==> config.mk <==
export PLATFORM = sky130hd
export DESIGN_NAME = spi_byte_tx_flat
export DESIGN_NICKNAME = d
export VERILOG_FILES = /design/src/rtl/spi_byte_tx_if.sv /design/src/rtl/spi_byte_tx.sv /design/src/flat_wrapper.sv
export SDC_FILE = /design/constraint.sdc
export NUM_CORES = 1
export LEC_CHECK = 0
export CAP_MARGIN = 10
export CELL_PAD_IN_SITES_DETAIL_PLACEMENT = 0
export CELL_PAD_IN_SITES_GLOBAL_PLACEMENT = 1
export CORE_MARGIN = 4
export CORE_UTILIZATION = 40
export CTS_CLUSTER_DIAMETER = 40
export DETAILED_ROUTE_END_ITERATION = 8
export PLACE_DENSITY = 0.79
export SYNTH_ARGS = -nofsm -noshare
export SYNTH_HDL_FRONTEND = slang
export SYNTH_SLANG_ARGS = --single-unit
==> constraint.sdc <==
create_clock -name sys_clk -period 2 [get_ports sys_clk]
set_input_delay 0.4 -clock sys_clk [delete_from_list [all_inputs] [get_ports sys_clk]]
set_output_delay 0.4 -clock sys_clk [all_outputs]
set_load 0.005 [all_outputs]
==> src/rtl/spi_byte_tx_if.sv <==
// Sequencer-to-transmitter bundle: frame start, byte bus, done/busy status and the SPI pins.
// master is the sequencer/board side, slave is the transmitter.
interface spi_byte_tx_if;
   logic       spi_start_flag;
   logic [7:0] data_send;
   logic       send8b_done;
   logic       busy;
   logic       spi_cs_n;
   logic       spi_sclk;
   logic       spi_mosi;

   modport master (
      output spi_start_flag, data_send,
      input  send8b_done, busy, spi_cs_n, spi_sclk, spi_mosi
   );

   modport slave (
      input  spi_start_flag, data_send,
      output send8b_done, busy, spi_cs_n, spi_sclk, spi_mosi
   );
endinterface

==> src/rtl/spi_byte_tx.sv <==
// SPI mode-0 master that sends BYTES_PER_FRAME bytes MSB-first per start pulse under one
// chip-select, pulsing send8b_done after each byte so the sequencer can present the next one.
module spi_byte_tx #(
   parameter int CLK_DIV         = 4,
   parameter int BYTES_PER_FRAME = 8,
   parameter int LOAD_DLY        = 4,
   parameter int DONE_HOLD       = 2,
   parameter int CS_HOLD         = 2
) (
   input logic          sys_clk,
   input logic          rst,
   spi_byte_tx_if.slave bus
);

   localparam int HC_W    = (CLK_DIV > 1) ? $clog2(CLK_DIV) : 1;
   localparam int BC_W    = $clog2(BYTES_PER_FRAME + 1);
   localparam int DLY_MAX = (LOAD_DLY > DONE_HOLD) ?
                            ((LOAD_DLY > CS_HOLD) ? LOAD_DLY : CS_HOLD) :
                            ((DONE_HOLD > CS_HOLD) ? DONE_HOLD : CS_HOLD);
   localparam int DC_W    = (DLY_MAX > 1) ? $clog2(DLY_MAX) : 1;

   localparam logic [HC_W-1:0] HC_LAST   = HC_W'(CLK_DIV - 1);
   localparam logic [BC_W-1:0] BC_LAST   = BC_W'(BYTES_PER_FRAME);
   localparam logic [DC_W-1:0] LOAD_LAST = DC_W'((LOAD_DLY  > 0) ? LOAD_DLY  - 1 : 0);
   localparam logic [DC_W-1:0] DONE_LAST = DC_W'((DONE_HOLD > 0) ? DONE_HOLD - 1 : 0);
   localparam logic [DC_W-1:0] HOLD_LAST = DC_W'((CS_HOLD   > 0) ? CS_HOLD   - 1 : 0);

   typedef enum logic [2:0] {
      IDLE,
      SETUP,
      LOAD,
      SHIFT,
      DONE,
      GAP,
      HOLD
   } state_t;

   state_t          state;
   logic [7:0]      shreg;
   logic [HC_W-1:0] hcnt;
   logic [3:0]      tog_cnt;
   logic [BC_W-1:0] byte_cnt;
   logic [DC_W-1:0] dly_cnt;
   logic            done;
   logic            active;
   logic            cs_n;
   logic            sclk;

   // MOSI is the shift register MSB: it changes only on LOAD and falling SCLK edges.
   assign bus.spi_mosi    = shreg[7];
   assign bus.spi_sclk    = sclk;
   assign bus.spi_cs_n    = cs_n;
   assign bus.busy        = active;
   assign bus.send8b_done = done;

   always_ff @(posedge sys_clk) begin
      if (rst) begin
         state    <= IDLE;
         shreg    <= '0;
         hcnt     <= '0;
         tog_cnt  <= '0;
         byte_cnt <= '0;
         dly_cnt  <= '0;
         done     <= 1'b0;
         active   <= 1'b0;
         cs_n     <= 1'b1;
         sclk     <= 1'b0;
      end else begin
         case (state)
            IDLE: begin
               if (bus.spi_start_flag) begin
                  state    <= SETUP;
                  cs_n     <= 1'b0;
                  active   <= 1'b1;
                  byte_cnt <= '0;
                  dly_cnt  <= '0;
               end
            end

            SETUP, GAP: begin
               if (dly_cnt == LOAD_LAST) begin
                  state   <= LOAD;
                  dly_cnt <= '0;
               end else begin
                  dly_cnt <= dly_cnt + 1'b1;
               end
            end

            LOAD: begin
               shreg   <= bus.data_send;
               hcnt    <= '0;
               tog_cnt <= '0;
               state   <= SHIFT;
            end

            SHIFT: begin
               if (hcnt == HC_LAST) begin
                  hcnt    <= '0;
                  sclk    <= ~sclk;
                  tog_cnt <= tog_cnt + 1'b1;
                  // 16th toggle is the 8th falling edge: byte finished, no further shift.
                  if (tog_cnt == 4'd15) begin
                     state    <= DONE;
                     done     <= 1'b1;
                     byte_cnt <= byte_cnt + 1'b1;
                     dly_cnt  <= '0;
                  end else if (sclk) begin
                     shreg <= {shreg[6:0], 1'b0};
                  end
               end else begin
                  hcnt <= hcnt + 1'b1;
               end
            end

            DONE: begin
               if (dly_cnt == DONE_LAST) begin
                  done    <= 1'b0;
                  dly_cnt <= '0;
                  state   <= (byte_cnt == BC_LAST) ? HOLD : GAP;
               end else begin
                  dly_cnt <= dly_cnt + 1'b1;
               end
            end

            HOLD: begin
               if (dly_cnt == HOLD_LAST) begin
                  state   <= IDLE;
                  cs_n    <= 1'b1;
                  active  <= 1'b0;
                  shreg   <= '0;
                  dly_cnt <= '0;
               end else begin
                  dly_cnt <= dly_cnt + 1'b1;
               end
            end

            default: state <= IDLE;
         endcase
      end
   end

endmodule
==> src/flat_wrapper.sv <==
// flat-port wrapper written by rule: the top's interface ports become plain ports
module spi_byte_tx_flat 
#(
   parameter int CLK_DIV         = 4,
   parameter int BYTES_PER_FRAME = 8,
   parameter int LOAD_DLY        = 4,
   parameter int DONE_HOLD       = 2,
   parameter int CS_HOLD         = 2
)
  (sys_clk, rst, bus_spi_start_flag, bus_data_send, bus_send8b_done, bus_busy, bus_spi_cs_n, bus_spi_sclk, bus_spi_mosi);
  spi_byte_tx_if bus_i ();
  input logic sys_clk;
  input logic rst;
  input wire logic [$bits(bus_i.spi_start_flag)-1:0] bus_spi_start_flag;
  input wire logic [$bits(bus_i.data_send)-1:0] bus_data_send;
  output wire logic [$bits(bus_i.send8b_done)-1:0] bus_send8b_done;
  output wire logic [$bits(bus_i.busy)-1:0] bus_busy;
  output wire logic [$bits(bus_i.spi_cs_n)-1:0] bus_spi_cs_n;
  output wire logic [$bits(bus_i.spi_sclk)-1:0] bus_spi_sclk;
  output wire logic [$bits(bus_i.spi_mosi)-1:0] bus_spi_mosi;
  assign bus_i.spi_start_flag = bus_spi_start_flag;
  assign bus_i.data_send = bus_data_send;
  assign bus_send8b_done = bus_i.send8b_done;
  assign bus_busy = bus_i.busy;
  assign bus_spi_cs_n = bus_i.spi_cs_n;
  assign bus_spi_sclk = bus_i.spi_sclk;
  assign bus_spi_mosi = bus_i.spi_mosi;
  spi_byte_tx #(.CLK_DIV(CLK_DIV), .BYTES_PER_FRAME(BYTES_PER_FRAME), .LOAD_DLY(LOAD_DLY), .DONE_HOLD(DONE_HOLD), .CS_HOLD(CS_HOLD)) u_core (.sys_clk(sys_clk), .rst(rst), .bus(bus_i));
endmodule
## After elaboration in Yosys (flattened, before gate mapping)

Cells that the tools add are included.

| cells by class | value |
|---|---|
| add/sub/neg operators | 4 |
| mux-type cells | 36 |
| bitwise operators | 1 |
| reductions and logical operators | 17 |
| equality and inequality tests | 19 |

Operators with widths:

| cell | number |
|---|---|
| $mux W8 | 4 |
| $pmux W8 S3 | 1 |
| $mux W3 | 6 |
| $pmux W3 S6 | 1 |
| $mux W4 | 4 |
| $pmux W4 S2 | 2 |
| $mux W2 | 7 |
| $ne A2 B1 Y1 const B | 6 |
| $reduce_and A4 Y1 | 3 |
| $eq A3 B3 Y1 const B | 3 |
| $add A4 B1 Y4 const B | 2 |
| $eq A4 B4 Y1 const B | 2 |
| $pmux W2 S4 | 1 |
| $reduce_bool A2 Y1 | 4 |
| $eq A3 B2 Y1 const B | 2 |
| $mux W1 | 6 |
| $pmux W1 S2 | 3 |
| $reduce_and A6 Y1 | 1 |
| $reduce_and A5 Y1 | 1 |
| $add A2 B1 Y2 const B | 2 |
| $eq A2 B2 Y1 const B | 2 |
| $ne A2 B2 Y1 const B | 2 |
| $pmux W2 S2 | 1 |
| $reduce_and A2 Y1 | 2 |
| 8 further kinds | 9 |

| storage, ports and cells | value |
|---|---|
| logic and storage cells | 87 |
| bits of input ports | 11 |
| output and inout port bits | 5 |
| register bits | 27 |

## Depth between registers and ports, before layout

| depth | value |
|---|---|
| depth after elaboration | 4 |
| depth in mapped cells | 6 |
| gate-level depth less buffers | 6 |

## Worst setup path after synthesis

Ideal clock, no wire load.

| timing | value |
|---|---|
| path type | register -> register |
| start point | reg u_core.dly_cnt[1] |
| end point | reg u_core.shreg[1] |
| path buffers | 0 |
| clock period less this slack | 1.444 ns |
| arrival time | 1.366 ns |
| stages on the path, launching flop included | 7 |
| slack | 0.556 ns |
| data required time | 1.922 ns |
| library setup time | 0.078 ns |
| cells stage by stage | dfxtp_1 -> inv_1 -> ha_1 -> nand2b_1 -> a32oi_2 -> a221oi_1 -> nor3_1 |

| between the ends | value |
|---|---|
| longest elaborated chain between the ends | 3 |

Ends and longest elaborated chain:

| item | line | source |
|---|---|---|
| from (decl) | spi_byte_tx.sv:43 | `logic [DC_W-1:0] dly_cnt;` |
| from (signal assigned) | spi_byte_tx.sv:85 | `dly_cnt <= dly_cnt + 1'b1;` |
| from (signal assigned) | spi_byte_tx.sv:121 | `dly_cnt <= dly_cnt + 1'b1;` |
| from (signal assigned) | spi_byte_tx.sv:133 | `dly_cnt <= dly_cnt + 1'b1;` |
| $eq A2 B1 Y1 | spi_byte_tx.sv:126 | `if (dly_cnt == HOLD_LAST) begin` |
| $ne A2 B1 Y1 (no source line) | - |  |
| $reduce_and A5 Y1 (no source line) | - |  |
| to (signal assigned) | spi_byte_tx.sv:90 | `shreg <= bus.data_send;` |
| to (signal assigned) | spi_byte_tx.sv:108 | `shreg <= {shreg[6:0], 1'b0};` |
| to (decl) | spi_byte_tx.sv:39 | `logic [7:0] shreg;` |

Every way passes these cells.
A chain may end at the register's enable or synchronous reset.

## Final worst setup path

| timing | value |
|---|---|
| start point | reg u_core.state[0] |
| end point | reg u_core.byte_cnt[3] |

| between the ends | value |
|---|---|
| longest elaborated chain between the ends | 3 |
| elaborated cells on any way between the ends | 8 |
| classes of those cells | eq/ne (4); mux (1); reduce/logical (3) |

Ends and longest elaborated chain:

| item | line | source |
|---|---|---|
| from (decl) | spi_byte_tx.sv:38 | `state_t state;` |
| from (signal assigned) | spi_byte_tx.sv:119 | `state <= (byte_cnt == BC_LAST) ? HOLD : GAP;` |
| $eq A3 B2 Y1 or $logic_not A3 Y1 (tied branches) | spi_byte_tx.sv:69 | `case (state)` |
| $ne A2 B1 Y1 (no source line) (tied with other cells) | - |  |
| $reduce_and A4 Y1 (no source line) | - |  |
| to (signal assigned) | spi_byte_tx.sv:105 | `byte_cnt <= byte_cnt + 1'b1;` |
| to (decl) | spi_byte_tx.sv:42 | `logic [BC_W-1:0] byte_cnt;` |

Several ways; a longest one is shown, not always the timed one.

==> qor.yml <==
global_routing:
  grt_overflow_total: 0
  grt_pass1_wl_um: 5660
  antenna_found_initial: 0
  grt_max_degree: 16
  grt_usage: 0.160
  busiest_layer: "met2"
  grt_pass1_vias: 1236
  met3_usage: 0.0197
  grtUsageMet2: 0.270
  grt_use_met1: 0.200
logic_synthesis:
  synth_ff_type: "dfxtp_1"
  synth_top_family_by_area: "compound AO/OA/AOI/OAI gates"
  synthXorXnorAreaFrac: 0.00604
  syn_area_um2: 1450
  synth_enable_flop_cells: 0
  syn-mean-instance-area_um2: 8.68
  ys_warn_count: 0
  netlist.top_cell.by_area: "dfxtp_1"
  synth_top_cell_area_share: 0.373
  ys_seq_area_frac: 0.373
  synthTopCellsByCount: "dfxtp_1 (27), nor2_1 (18), a21oi_1 (12), nor3_1 (12), nand2_1 (8)"
  post-synth-top-count-cell: "dfxtp_1"
  synth_nets: 185
  async_reset_ff_frac: 0
  synth-adder-area-share: 0.0604
  synth_cell_types: 47
  synth-simple-area-share: 0.246
  synthCells: 167
  synth-compound-area-share: 0.253
  synth_mux_area_frac: 0.00691
  synth_seq_cells: 27
  yosys-top-cells-area: "dfxtp_1 (37%), ha_1 (6.0%), nor2_1 (4.7%), a221oi_1 (4.2%), a21oi_1 (4.1%)"
placement:
  port_buffers: 15
  gp_congestion: 0.810
  dp_slack_ps: 158
  placedCellCount: 223
  post-dp-hpwl_um: 2450
power_and_ir_drop:
  switching_share: 0.335
  power_density_nw_per_um2: 747
  p_switching_mw: 0.419
  p_leak_nw: 0.582
  comb_power_share: 0.294
  p_int_mw: 0.831
  finalPower_mw: 1.25
  clockPowerShare: 0.196
  vdd_drop_max_uv: 347
  pwr-share-seq: 0.511
timing:
  setup_viol: 0
  finalWorstSetupSlack_ps: 214
  finalMaxSlewViolations: 0
  hold_violations: 0
  setup-tns-final_ps: 0
  period_share: 0.893
  worst_pin_slew_ps: 421
  clock.fmax_mhz: 560
  skew_ps: 12.6
  rsz0062_at_grt: "false"
  finalCriticalPeriod_ps: 1790
  max-slew-margin-rel: 0.719
critical_path:
  reg2reg_depth: 4
  r2r_end: "u_core.byte_cnt[3]"
  required_ps: 2240
  critPathCaptureType: "flip-flop"
  r2r_setup_slack_ps: 210
  r2r_start: "u_core.state[0]"
  crit_type: "reg -> reg"
  critical_path_peak_fanout: 11
  cp.arrival_ps: 2020
  start_kind: "flip-flop"
cts:
  cts_tree: "done"
  clk_latency_ps: 330
  cts_setup_buffers: 0
  clkSlewWorstSetupHoldPaths_ps: 160
  cts_hold_buf: 0
  cts_made_buffers: 3
  clock_sink_count: 27
  cts_resized: 0
  clockRootBuffer: "clkbuf_4"
  clockBufferDepth: 2
  htree_levels: 1
final_layout:
  regArea_um2: 541
  fin_cells: 227
  drive_gt1_frac: 0.0994
  nFillCells: 340
  fin_nets: 200
  multi_input_area_um2: 830
  syn_to_final_growth_pct: 15.5
  num_antenna_cells: 0
flow_run:
  drv_cap: 0
min_path:
  hp-start: "u_core.shreg[0]"
  min_to: "u_core.shreg[0]"
  hold_class: "reg -> reg"
  holdPathStages: 2
die:
  die_w_um: 68.2
  die_h_um: 68.2
  start_util: 0.424
  rows: 21
  core_area_um2: 3420
  die-area_um2: 4650
  top_level_ports: 16
detailed_routing:
  wirelength_um: 3340
  drt-wirelength-per-cell_um: 14.7
  drt_iter0_drc: 82
  drcViolationCount: 0
  ant_nets: 0
  num_vias: 1311
  drt_first_pass_iters: 4
  vias_per_cell: 5.78
run_status:
  status: "finished, final reports clean"
## cells in the final DEF, fill, tap and decap left out, types with 2 or more instances in the layout
master,instances
nand2_1,8
o21ai_0,4
nor2b_1,2
o21a_1,2
nand3b_1,2
a21oi_1,12
a21o_1,2
nand2b_1,4
buf_4,5
nand3_1,4
a31oi_1,2
nor2_1,18
a221oi_1,7
a211oi_1,2
o31ai_1,3
nor3_1,12
nand4_1,3
and2b_1,2
clkbuf_4,3
clkdlybuf4s50_1,15
o21ai_1,4
inv_1,7
dfxtp_1,27
ha_1,7
## per-layer routing
layer / up-vias / part of all wire
met5: - / 0
met4: 0 / 0.018
met3: 8 / 0.032
met2: 29 / 0.48
met1: 623 / 0.47
li1: 651 / -
## kinds of logic (layout without fill, tap and decap cells)
group	after synthesis	count (layout)
adder cells (fa/ha/maj)	7	7
XOR/XNOR	1	1
multiplexers	1	1
buffers and inverters	18	32
flip-flops	27	27
AND/OR/NAND/NOR	64	64
AO/OA/AOI/OAI	49	49
## per-stage QoR
stage / util / hold WS [ps] / instance area [um^2]
floorplan: - / 432 / 1450
global placement: 0.482 / 442 / 1650
detailed placement: 0.482 / 448 / 1650
CTS: 0.490 / 468 / 1670
global route: 0.490 / 501 / 1670
finish: 0.490 / 468 / 1670
## worst max path at each step
stage                             startpoint                  to  slack (ps)  depth (start not counted)
after global placement        u_core.hcnt[0]     u_core.shreg[0]         340                          5
after floorplan            u_core.dly_cnt[1]     u_core.shreg[1]         560                          6
after global routing         u_core.state[0]  u_core.byte_cnt[3]          50                          4
final                        u_core.state[0]  u_core.byte_cnt[3]         210                          4
after detailed placement  bus_spi_start_flag  u_core.byte_cnt[3]         160                          5
after CTS                    u_core.state[0]  u_core.byte_cnt[3]         220                          4
## worst max-delay path, cell delays in order, from the launching register on
cell      delay, ps
dfxtp_1         610
buf_4           260
nand3b_2        170
or3_1           390
o31ai_1         250
## power groups by stage
| stage | registers [mW] | clock network (mW) | logic [mW] |
|---|---|---|---|
| 6_report | 0.639 | 0.245 | 0.367 |
| 5_1_grt | 0.647 | 0.272 | 0.408 |
| 4_1_cts | 0.639 | 0.254 | 0.367 |
| 3_5_place_dp | 0.650 | 0 | 0.366 |
| 3_3_place_gp | 0.648 | 0 | 0.352 |
| 2_1_floorplan | 0.625 | 0 | 0.285 |
## registers in the layout (all words and copies together) (netlist names)
register / count
u_core.tog_cnt: 4
u_core.shreg: 8
u_core.byte_cnt: 4
u_core.bus.send8b_done: 1
u_core.bus.spi_cs_n: 1
u_core.bus.busy: 1
u_core.state: 3
u_core.dly_cnt: 2
u_core.bus.spi_sclk: 1
u_core.hcnt: 2
## final cells by class
cell class | count | area share
tap | 46 | 0.0344
multi-input combinational | 122 | 0.496
inverter | 8 | 0.0180
clock inverter | 1 | 0.00299
clock buffer | 3 | 0.0135
timing repair buffer | 20 | 0.112
sequential | 27 | 0.323
No activity file was read; power rests on OpenSTA's default activity.
